`config.mk`:
```
export PLATFORM = sky130hd
export DESIGN_NAME = traffic_light_monitor
export DESIGN_NICKNAME = d
export VERILOG_FILES = /design/src/rtl/traffic_light_monitor.sv
export SDC_FILE = /design/constraint.sdc
export NUM_CORES = 1
export LEC_CHECK = 0
export CORE_UTILIZATION = 47
export DETAILED_ROUTE_END_ITERATION = 10
export PLACE_DENSITY = 0.72
export SYNTH_ARGS = -nofsm -noshare
export SYNTH_HDL_FRONTEND = slang
export SYNTH_SLANG_ARGS = --single-unit
```
`constraint.sdc`:
```
create_clock -name clk -period 3.5 [get_ports clk]
set_input_delay 0.525 -clock clk [delete_from_list [all_inputs] [get_ports clk]]
set_output_delay 0.525 -clock clk [all_outputs]
set_load 0.01 [all_outputs]
```
`src/rtl/traffic_light_monitor.sv`:
```
// Passive monitor of the six lamp drive lines: decodes the lamps into phases P0..P5,
// checks the phase order and the exact dwell times, and latches the first fault cause.
module traffic_light_monitor #(
   parameter int GREEN_CYCLES  = 16,
   parameter int YELLOW_CYCLES = 4,
   parameter int ALLRED_CYCLES = 4,
   parameter int CNT_W         = 5
) (
   input  logic       clk,
   input  logic       rst_n,
   input  logic       EW_RED,
   input  logic       EW_YELLOW,
   input  logic       EW_GREEN,
   input  logic       NS_RED,
   input  logic       NS_YELLOW,
   input  logic       NS_GREEN,
   input  logic       clr_fault,
   output logic [2:0] phase,
   output logic       phase_valid,
   output logic       fault,
   output logic [2:0] fault_code,
   output logic       cycle_done,
   output logic [7:0] cycle_count
);

   typedef enum logic {
      UNSYNC,
      LOCKED
   } state_t;

   typedef enum logic [2:0] {
      PAT_P0,
      PAT_P1,
      PAT_AR,
      PAT_P3,
      PAT_P4,
      PAT_BAD
   } pat_t;

   typedef enum logic [2:0] {
      F_NONE    = 3'd0,
      F_ILLEGAL = 3'd1,
      F_SEQ     = 3'd2,
      F_SHORT   = 3'd3,
      F_LONG    = 3'd4
   } fault_t;

   localparam logic [CNT_W-1:0] G_LIM   = CNT_W'(GREEN_CYCLES);
   localparam logic [CNT_W-1:0] Y_LIM   = CNT_W'(YELLOW_CYCLES);
   localparam logic [CNT_W-1:0] A_LIM   = CNT_W'(ALLRED_CYCLES);
   localparam logic [CNT_W-1:0] CNT_ONE = CNT_W'(1);

   state_t           state, state_n;
   logic [2:0]       cur_phase, phase_n;
   logic [CNT_W-1:0] dwell_cnt, dwell_n;
   logic             partial, partial_n;
   logic             fault_q, fault_n;
   fault_t           code_q, code_n;
   logic             done_q, done_n;
   logic [7:0]       count_q, count_n;

   pat_t             pat;
   logic [2:0]       nxt_phase;
   logic [CNT_W-1:0] lim;
   logic             raise;
   fault_t           raise_code;
   logic             wrap;
   logic             fault_base;
   fault_t           code_base;

   // All-red has a single pattern code; which of P2/P5 it means follows from the current phase.
   function automatic pat_t pat_of(input logic [2:0] p);
      case (p)
         3'd0:    return PAT_P0;
         3'd1:    return PAT_P1;
         3'd3:    return PAT_P3;
         3'd4:    return PAT_P4;
         default: return PAT_AR;
      endcase
   endfunction

   function automatic logic [CNT_W-1:0] lim_of(input logic [2:0] p);
      case (p)
         3'd0, 3'd3: return G_LIM;
         3'd1, 3'd4: return Y_LIM;
         default:    return A_LIM;
      endcase
   endfunction

   always_comb begin
      case ({NS_GREEN, NS_YELLOW, NS_RED, EW_GREEN, EW_YELLOW, EW_RED})
         6'b100_001: pat = PAT_P0;
         6'b010_001: pat = PAT_P1;
         6'b001_001: pat = PAT_AR;
         6'b001_100: pat = PAT_P3;
         6'b001_010: pat = PAT_P4;
         default:    pat = PAT_BAD;
      endcase
   end

   assign nxt_phase = (cur_phase == 3'd5) ? 3'd0 : cur_phase + 3'd1;
   assign lim       = lim_of(cur_phase);

   always_ff @(posedge clk or negedge rst_n) begin
      if (!rst_n) begin
         state     <= UNSYNC;
         cur_phase <= '0;
         dwell_cnt <= '0;
         partial   <= 1'b0;
         fault_q   <= 1'b0;
         code_q    <= F_NONE;
         done_q    <= 1'b0;
         count_q   <= '0;
      end else begin
         state     <= state_n;
         cur_phase <= phase_n;
         dwell_cnt <= dwell_n;
         partial   <= partial_n;
         fault_q   <= fault_n;
         code_q    <= code_n;
         done_q    <= done_n;
         count_q   <= count_n;
      end
   end

   always_comb begin
      state_n    = state;
      phase_n    = cur_phase;
      dwell_n    = dwell_cnt;
      partial_n  = partial;
      raise      = 1'b0;
      raise_code = F_NONE;
      wrap       = 1'b0;
      case (state)
         UNSYNC: begin
            if (pat == PAT_P0) begin
               state_n   = LOCKED;
               phase_n   = 3'd0;
               dwell_n   = CNT_ONE;
               partial_n = 1'b1;
            end
         end
         LOCKED: begin
            if (pat == PAT_BAD) begin
               raise      = 1'b1;
               raise_code = F_ILLEGAL;
               state_n    = UNSYNC;
               dwell_n    = '0;
            end else if (pat == pat_of(cur_phase)) begin
               // Saturating at lim+1 makes the long-dwell report fire exactly once per phase.
               if (dwell_cnt <= lim) dwell_n = dwell_cnt + CNT_ONE;
               if (dwell_cnt == lim) begin
                  raise      = 1'b1;
                  raise_code = F_LONG;
               end
            end else if (pat == pat_of(nxt_phase)) begin
               if (dwell_cnt < lim && !partial) begin
                  raise      = 1'b1;
                  raise_code = F_SHORT;
               end
               wrap      = (cur_phase == 3'd5);
               phase_n   = nxt_phase;
               dwell_n   = CNT_ONE;
               partial_n = 1'b0;
            end else begin
               raise      = 1'b1;
               raise_code = F_SEQ;
               state_n    = UNSYNC;
               dwell_n    = '0;
            end
         end
         default: state_n = UNSYNC;
      endcase

      // A clear and a new fault in the same cycle: the clear applies first, so the new cause is kept.
      fault_base = clr_fault ? 1'b0 : fault_q;
      code_base  = clr_fault ? F_NONE : code_q;
      fault_n    = fault_base | raise;
      code_n     = (raise && !fault_base) ? raise_code : code_base;
      done_n     = wrap;
      count_n    = count_q + {7'd0, wrap};
   end

   always_comb begin
      phase       = (state == LOCKED) ? cur_phase : 3'd7;
      phase_valid = (state == LOCKED);
      fault       = fault_q;
      fault_code  = code_q;
      cycle_done  = done_q;
      cycle_count = count_q;
   end

endmodule
```
==> reports/results.txt <==
Largest cells by area after synthesis: dfrtp_1 39%, ha_1 5.9%, xnor2_1 5.3%, xor2_1 4.1%, nand2b_1 3.4%
IO Port Bufs: 25
Most numerous cell in the Yosys netlist: dfrtp_1
RePlAce Congestion: 0.813
Drt wl/cell: 12.8 um
Core area: 3030 um^2
#FFs+latches synth: 23
Row count: 20
Final core utilization: 60.5%
Syn Std Cell Area: 1490 um^2
Die extent in x: 58.4 um
RSZ-0062 raised after global routing: false
Final Cell Area: 1830 um^2
Setup TNS: 0 ns
Synth cell count leaders: 23 x dfrtp_1, 13 x nand2_1, 11 x inv_1
Ys async rst share: 100%
Slew @ Worst Pin: 0.976 ns
Met3 WL post-DR: 85 um
Worst-path fanout max: 7
Post-cts sizing count: 0
EDFF count, synth: 0
Io pins: 26
Root buf cell: clkbuf_4
Final Setup Violations: 0
Vias/cell: 5.34
Placed inst area: 1810 um^2
Post-synth cell types: 46
Clk sink count: 23
Post-CTS Setup Repair Bufs: 0
DPL Wire Length: 2350 um
# DRC: 0
Met1 wire length: 1350 um
CTS HTree Levels: 1
LEAKAGE: 0.823 nW
Seq/Total Area, Yosys: 38.6%
Worst vdd ir: 113 uV
F_max: 325 MHz
Final hold vios: 0
Hold WC Path Type: flip-flop to flip-flop
CP required: 3.73 ns
Post-route ant nets: 0
Met2 wire len: 1490 um
Worst-Skew Late Latency: 0.30 ns
Vias: 1,233
Cells after synthesis: 158
Outcome: finished clean
CTS clock-pin slew for the worst setup and hold paths: 0.12 ns
Starting Density: 49.3%
Max Used Layer: met4
Die area: 3410 um^2
Largest area contributor in the netlist: dfrtp_1
CTS Buffer Depth: 2
Pwr Density: 250 nW/um^2
Initial antenna violation count: 0
Die Ht: 58.4 um
Slew Limit Fails: 0
Vias in the first global route: 1,156
Synth Area per Inst: 9.45 um^2
Final period util: 87.9%
Skew final: 0.00471 ns
Starting DRC count in detailed routing: 22
Slew margin rel.: 34.7%
Pre-antenna DRT Iters: 4
Area Growth Syn to Fin: 22.8%
Proportion of layout cells with a drive suffix above 1: 8.56%
Total power: 0.458 mW
GRT overflow: 0
Mapped Nets: 174
Critical Path Sink Type: flip-flop
CTS tree: done
WP data arrival: 3.31 ns
First-pass GRT wire length: 4970 um
Fin crit period: 3.08 ns
Worst Setup Start Kind: input pin
Non-Filler Instances: 231
Synth Flop Type: dfrtp_1
Synth top area share: 38.6%
Max_cap viols: 0
Detailed-route wire length: 2950 um
GRT Util Overall: 19.2%
Crit Path Class: input pin to flip-flop
Placed cell count: 227
Yosys warnings: 0
Final nets: 204
CTS Buf Count: 3
Largest net degree at the start of global routing: 24
Hold-fix buffers, CTS: 0
ANT cells: 0
[cells by family after synthesis]
| logic type | share of synthesized area (%) |
|---|---|
| and+or+nand+nor | 23.3 |
| AOI/OAI and AO/OA | 14.4 |
| muxes | 4.19 |
| adders and majority gates | 5.87 |
| buffers and inverters | 4.27 |
| xor gates and xnor gates | 9.39 |
| DFF | 38.6 |
[critical path, cell delays in order]
cell and delay [ns]:
clkdlybuf4s50_1 0.50, or4b_1 0.55, nand2b_4 0.18, xor2_1 0.26
a211oi_4 0.05, nor3_1 0.20, nand2_1 0.10, nor2_1 0.15
ha_1 0.19, ha_1 0.19, nand3_1 0.11, nor2_1 0.14
xor2_1 0.16
[power breakdown]
part | internal, mW | switching, mW
combinational | 0.0292 | 0.0303
sequential | 0.272 | 0.00705
clock | 0.0426 | 0.0765
[per-stage QoR]
stage               hold slack, ns  setup slack, ns
finish                       0.496            0.423
global route                 0.523            0.264
CTS                          0.500            0.419
detailed placement           0.478           0.0904
global placement             0.466            0.157
floorplan                    0.229            0.639
[sequential cells by signal (all words and copies together) (netlist names)]
signal and cells:
cur_phase 3, cycle_count 8, cycle_done 1, dwell_cnt 5
fault 1, fault_code 3, partial 1, phase_valid 1
[layout by cell type (no fill, tap or decap), types with 2 or more instances in the layout]
| master | count |
|---|---|
| clkdlybuf4s50_1 | 25 |
| dfrtp_1 | 23 |
| nand2_1 | 13 |
| inv_1 | 11 |
| nor2_1 | 10 |
| xnor2_1 | 9 |
| nand2b_1 | 8 |
| xor2_1 | 7 |
| o21ai_0 | 7 |
| ha_1 | 7 |
| a21oi_1 | 6 |
| nand3_1 | 5 |
| nor3_1 | 4 |
| nand4_1 | 4 |
| mux2i_1 | 4 |
| buf_4 | 4 |
| nor2b_1 | 3 |
| clkbuf_4 | 3 |
| a31oi_1 | 2 |
| and2_1 | 2 |
| a21o_1 | 2 |
| a211oi_1 | 2 |
[worst paths after layout]
kind,cells after the start,start,slack [ns],endpoint
max,13,NS_YELLOW,0.42,cycle_count[6]
min,1,cycle_count[7],0.50,cycle_count[7]
max reg2reg,14,cur_phase[0],0.55,cycle_count[6]
min reg2reg,1,cycle_count[7],0.50,cycle_count[7]
max in group asynchronous,1,rst_n,2.17,cycle_count[3]
min in group asynchronous,1,rst_n,0.75,cycle_count[4]
[routing by layer]
layer  vias up  track usage, %
met5         -               0
met4         0            8.16
met2        30            34.3
li1        608               -
met3         2            1.98
met1       593            23.5
[cell type report]
type                            instances  area, um^2
Fill cell                             275        1190
Multi-Input combinational cell        120         853
Sequential cell                        23         576
Timing Repair Buffer                   29         280
Tap cell                               44        55.1
Inverter                               11        41.3
Clock buffer                            3        22.5
Clock inverter                          1        5.00
(Power assumes the default switching activity.)
==> variant 1, RTL diff (same settings) <==
Make the reset (`rst_n`) synchronous in one clocked block.
--- a/src/rtl/traffic_light_monitor.sv
+++ b/src/rtl/traffic_light_monitor.sv
@@ -102,5 +102,5 @@
    assign lim       = lim_of(cur_phase);
 
-   always_ff @(posedge clk or negedge rst_n) begin
+   always_ff @(posedge clk) begin
       if (!rst_n) begin
          state     <= UNSYNC;
Formal check against the unedited RTL: differs if rst_n is asserted again (counterexample within 4 cycles, from zero or initial values and one cycle with rst_n low); with rst_n held inactive, the same outputs for 10 cycles.
==> variant 1 against the unedited design <==
  * Global-route usage up 0.52 points
  * Final area is 2.0% lower
  * Worst setup slack improved by 0.10 ns
  * Sequential cell count did not move
  * Power fell by 6.6%
  * Synthesized area shrank 2.0%
  * First-iteration DRC count grew to 3.0 times the old value
  * Routed wire length is 5.1% higher
==> variant 1: results (changes against the unedited design) <==
| Metric | Value |
|---|---|
| Status | `completed (unchanged)` |
| GRT Total Usage | `19.7% (was 19.2%)` |
| Post-DP HPWL | `2.37 mm (was 2.35 mm)` |
| CTS H-tree lvls | `1 (unchanged)` |
| Setup TNS | `0 ns (unchanged)` |
| Clk_lat worst skew | `between 0.3 and 0.4 ns` |
| Synth top area cells | `dfxtp_1 (31%), ha_1 (6.0%), xor2_1 (4.2%), nand3_1 (4.1%), nor2_1 (4.1%) (was dfrtp_1 (39%), ha_1 (5.9%), xnor2_1 (5.3%), xor2_1 (4.1%), nand2b_1 (3.4%))` |
| Met2 Usage GRT | `33.1% (was 34.3%)` |
| Num CTS Buffers | `3 (unchanged)` |
| Master of the slowest instance on the critical path | `clkdlybuf4s50_1 (was or4b_1)` |
| Class of the worst hold path | `register to register (unchanged)` |
| Synthesis Warnings | `0 (unchanged)` |
| Via count | `1294 (was 1233)` |
| Ys async rst share | `0% (was 100%)` |
| Top cell type by total area after synthesis | `dfxtp_1 (was dfrtp_1)` |
| Commonest cells in the netlist | `dfxtp_1 (23), nor2_1 (16), nand3_1 (12) (was dfrtp_1 (23), nand2_1 (13), inv_1 (11))` |
| Setup crit start | `EW_YELLOW (was NS_YELLOW)` |
| Max reg flops | `8 (unchanged)` |
| Clock root buffer | `clkbuf_4 (unchanged)` |
| Seq/Total Area, Yosys | `31.5% (was 38.6%)` |
| Antenna violations before repair | `0 (unchanged)` |
| Vias in the first global route | `1173 (was 1156)` |
| Placer congestion estimate | `0.806 (was 0.813)` |
| Met3 usage | `3.79% (was 1.98%)` |
| Synth cell types | `52 (was 46)` |
| Postcts setup bufs | `0 (unchanged)` |
| Number of buffers added on ports | `25 (unchanged)` |
| GR Layer Usage met1 | `26.5% (was 23.5%)` |
| # resized after CTS | `0 (unchanged)` |
| Worst r2r src | `cur_phase[0] (unchanged)` |
| NetSw | `0.100 mW (was 0.114 mW)` |
| Relative slew slack | `63.2% (was 34.7%)` |
| Nets | `213 (was 204)` |
| Arrival time at the worst endpoint | `3.16 ns (was 3.31 ns)` |
| # fillers | `257 (was 275)` |
| Worst-case clock skew | `0.00220 ns (was 0.00471 ns)` |
| Reg2reg path depth | `14 (unchanged)` |
| Syn_nets | `182 (was 174)` |
| Peak supply drop | `0.173 mV (was 0.113 mV)` |
| Setup crit end | `cycle_count[5] (was cycle_count[6])` |
| Global-route wire length before repair | `5.20 mm (was 4.97 mm)` |
| Initial DRC count | `66 (was 22)` |
| R2R setup slack | `roughly 0.56 ns` |
| Drt pass-1 iters | `4 (unchanged)` |
| Share of cells above drive strength 1 | `11.2% (was 8.56%)` |
| Diode count | `0 (unchanged)` |
| Largest net degree at the start of global routing | `17 (was 24)` |
| CP peak stage delay | `0.57 ns (was 0.55 ns)` |
| Global route overflow | `0 (unchanged)` |
| CP Max Fanout | `5 (was 7)` |
| Leakage | `0.667 nW (was 0.823 nW)` |
| Post-Route WL | `3.10 mm (was 2.95 mm)` |
==> variant 1: cell types whose count changed after synthesis, sizes merged, moves of 4 or more <==
cell	change
dfrtp	-23
dfxtp	+23
nand2b	-4
nand3	+7
nor2	+6
xnor2	-4
==> variant 1: worst min path at each step <==
stage	depth (start not counted)	startpoint	to	slack, ns
after floorplan	2	partial	partial	0.46
after global placement	1	fault_code[0]	fault_code[0]	0.46
after detailed placement	1	fault_code[0]	fault_code[0]	0.45
after CTS	1	fault_code[0]	fault_code[0]	0.48
after global routing	1	fault_code[0]	fault_code[0]	0.51
final	1	fault_code[0]	fault_code[0]	0.47
==> variant 1: cells by family (layout without fill, tap and decap cells) <==
| family | Yosys count | after routing | synth area share (%) |
|---|---|---|---|
| XOR/XNOR | 12 | 12 | 7.19 |
| buffers and inverters | 14 | 44 | 3.68 |
| AO/OA/AOI/OAI | 38 | 38 | 21.2 |
| flip-flops | 23 | 23 | 31.5 |
| multiplexers | 1 | 1 | 0.684 |
| AND/OR/NAND/NOR | 71 | 71 | 29.8 |
| adder cells (fa/ha/maj) | 7 | 7 | 5.99 |
==> variant 1: critical path: cells and delay by family <==
kind	cells	cell delay (ns)
compound gates	1	0.21
xor+xnor	1	0.14
fa+ha+maj	1	0.22
buf+inv	1	0.57
simple gates	8	1.49
==> variant 1: layout make-up <==
class	instances	share of cell area (%)
Tap cell	31	2.16
Inverter	11	2.30
Sequential cell	23	25.6
Timing Repair Buffer	29	15.6
Multi-Input combinational cell	129	52.8
Clock buffer	4	1.46
==> variant 1: layer usage <==
layer / share of wire, % / up-vias
li1: - / 661
met3: 3.1 / 4
met2: 45 / 26
met4: 0.68 / 0
met1: 51 / 603
met5: 0 / -
==> variant 1: power by group through the flow <==
stage	registers [mW]	clock network, mW	logic, mW
5_1_grt	0.263	0.138	0.0458
6_report	0.263	0.122	0.0424
2_1_floorplan	0.269	0	0.0222
3_3_place_gp	0.269	0	0.0408
4_1_cts	0.263	0.127	0.0423
3_5_place_dp	0.269	0	0.0420
==> variant 1: metrics by stage <==
stage          total power [mW]  std cells  setup slack (ns)  util, %  instance area, sq um
2_1_floorplan             0.291        166             0.802        -                  1460
3_3_place_gp              0.309        223             0.283     62.0                  1770
6_report                  0.428        227             0.527     62.9                  1800
3_5_place_dp              0.311        223             0.179     62.0                  1770
5_1_grt                   0.446        227             0.231     62.9                  1800
4_1_cts                   0.432        227             0.509     62.9                  1800
==> variant 2, RTL diff (config.mk and constraints unchanged) <==
Without the edit above. The parameter `GREEN_CYCLES` goes from 16 to 12.
--- a/src/rtl/traffic_light_monitor.sv
+++ b/src/rtl/traffic_light_monitor.sv
@@ -2,5 +2,5 @@
 // checks the phase order and the exact dwell times, and latches the first fault cause.
 module traffic_light_monitor #(
-   parameter int GREEN_CYCLES  = 16,
+   parameter int GREEN_CYCLES  = 12,
    parameter int YELLOW_CYCLES = 4,
    parameter int ALLRED_CYCLES = 4,
Behaviour: no difference found for any inputs over 10 cycles, from zero or initial values and one cycle with rst_n low; that may be too few to reach the edited logic, so the function may still have changed.
==> variant 2 against the unedited design <==
  * First-iteration DRC count grew to 3.0 times the old value
  * Sequential cell count is the same
  * Final area shrank 1.1%
  * Synthesized area shrank 1.0%
  * Sequential share of layout area grew 0.35 points
  * The flow now finishes with violations (DRC)
  * Critical endpoint unchanged
  * Critical path type is now register to register
  * Worst setup slack gained 0.12 ns
  * Routed wire length shrank 0.44%
Power is not compared: it rests on default switching activity, and its combinational part moved more than twofold at a synthesized area within 25%.
==> variant 2: results (changes against the unedited design) <==
| Metric | Value |
|---|---|
| Nets | `198 (was 204)` |
| GRT Total Usage | `20.2% (was 19.2%)` |
| Master of the slowest instance on the critical path | `dfrtp_1 (was or4b_1)` |
| Commonest cells in the netlist | `dfrtp_1 (23), nand2_1 (13), nor2_1 (12) (was dfrtp_1 (23), nand2_1 (13), inv_1 (11))` |
| DP Area | `1780 sq um (was 1810 sq um)` |
| Ys async rst share | `100% (unchanged)` |
| Global-route wire length before repair | `5.15 mm (was 4.97 mm)` |
| R2R setup slack | `between 0.5 and 0.6 ns` |
| Number of buffers added on ports | `25 (unchanged)` |
| Clock-pin slew on the worst setup and hold paths | `between 0.1 and 0.15 ns` |
| Clock root buffer | `clkbuf_4 (unchanged)` |
| Synth cell types | `48 (was 46)` |
| Synth Flop Type | `dfrtp_1 (unchanged)` |
| Cells after Synth | `153 (was 158)` |
| Initial DRC count | `67 (was 22)` |
| Vias in the first global route | `1187 (was 1156)` |
| CTS H-tree lvls | `1 (unchanged)` |
| CP Max Fanout | `9 (was 7)` |
| Post-Route WL | `2.94 mm (was 2.95 mm)` |
| Failing checks | `DRC` |
| Leakage | `about 0.80 nW` |
| Postcts setup bufs | `0 (unchanged)` |
| Clk_lat worst skew | `0.32 ns (was 0.30 ns)` |
| Drt pass-1 iters | `7 (was 4)` |
| Class of the worst hold path | `register to register (unchanged)` |
| Status | `complete, but fails checks (was completed)` |
| CTS Buffer Depth | `2 (unchanged)` |
| Peak supply drop | `a little under 0.2 mV` |
| Worst-case clock skew | `0.00344 ns (was 0.00471 ns)` |
| Synth top area cells | `dfrtp_1 (39%), ha_1 (5.1%), xnor2_1 (3.6%), xor2_1 (3.6%), nand2_1 (3.3%) (was dfrtp_1 (39%), ha_1 (5.9%), xnor2_1 (5.3%), xor2_1 (4.1%), nand2b_1 (3.4%))` |
| Seq/Total Area, Yosys | `39.0% (was 38.6%)` |
| Antenna violations before repair | `0 (unchanged)` |
| Max reg flops | `8 (unchanged)` |
| Share of cells above drive strength 1 | `8.79% (was 8.56%)` |
| Via count | `1258 (was 1233)` |
| Synthesis Warnings | `0 (unchanged)` |
| Final Non-Filler Cells | `224 (was 231)` |
| Syn_nets | `168 (was 174)` |
| # resized after CTS | `0 (unchanged)` |
| Post-DP HPWL | `2.33 mm (was 2.35 mm)` |
| CP peak stage delay | `0.49 ns (was 0.55 ns)` |
| Crit path required time | `3.73 ns (about the same)` |
| Diode count | `0 (unchanged)` |
| Final Setup Violations | `0 (unchanged)` |
| Top delay family on crit path | `simple AND/OR/NAND/NOR gates (unchanged)` |
| Largest net degree at the start of global routing | `24 (unchanged)` |
| Worst-Margin Slew | `0.991 ns (was 0.976 ns)` |
| Placer congestion estimate | `0.819 (was 0.813)` |
| Num CTS Buffers | `3 (unchanged)` |
| Number of remaining DRC errors | `2 (was 0)` |
## variant 2: layout make-up
| cell class | count | area (sq um) |
|---|---|---|
| fillers | 249 | 1060 |
| multi-input cells | 121 | 863 |
| flip-flops and latches | 23 | 576 |
| repair buffers | 27 | 265 |
| well taps | 42 | 52.6 |
| inverters | 7 | 26.3 |
| clock buffers | 3 | 22.5 |
| clock inverters | 1 | 7.51 |
## variant 2: worst paths after layout
path | startpoint | to | cells past startpoint
hold / removal | cycle_count[7] | cycle_count[7] | 1
min in group asynchronous | rst_n | cycle_count[4] | 1
setup / recovery | cur_phase[1] | cycle_count[6] | 12
hold reg to reg | cycle_count[7] | cycle_count[7] | 1
max in group asynchronous | rst_n | dwell_cnt[1] | 1
setup reg to reg | cur_phase[1] | cycle_count[6] | 12
## variant 2: through the flow
stage / hold WS, ns / setup slack (ns)
6_report: 0.483 / 0.542
3_3_place_gp: 0.461 / 0.313
3_5_place_dp: 0.462 / 0.167
5_1_grt: 0.516 / 0.201
2_1_floorplan: 0.229 / 0.736
4_1_cts: 0.485 / 0.529
## variant 2: metal layers
layer,global-route usage (%),share of wire (%)
met4,10.2,2.0
met3,2.68,2.7
met5,0,0
met1,26.7,48
met2,32.3,47
## variant 2: logic make-up after synthesis
kind of cell	after synthesis	synth area share, %
multiplexers	3	2.03
AO/OA/AOI/OAI	29	17.3
XOR/XNOR	12	7.11
adder cells (fa/ha/maj)	6	5.08
AND/OR/NAND/NOR	71	26.9
buffers and inverters	9	2.63
flip-flops	23	38.9
## variant 2: where the power goes
part	internal [mW]	leakage (nW)	total (mW)	switching [mW]
combinational	0.0550	0.470	0.130	0.0753
clock	0.0438	0.0139	0.130	0.0865
sequential	0.281	0.312	0.295	0.0142
total	0.380	0.796	0.556	0.176
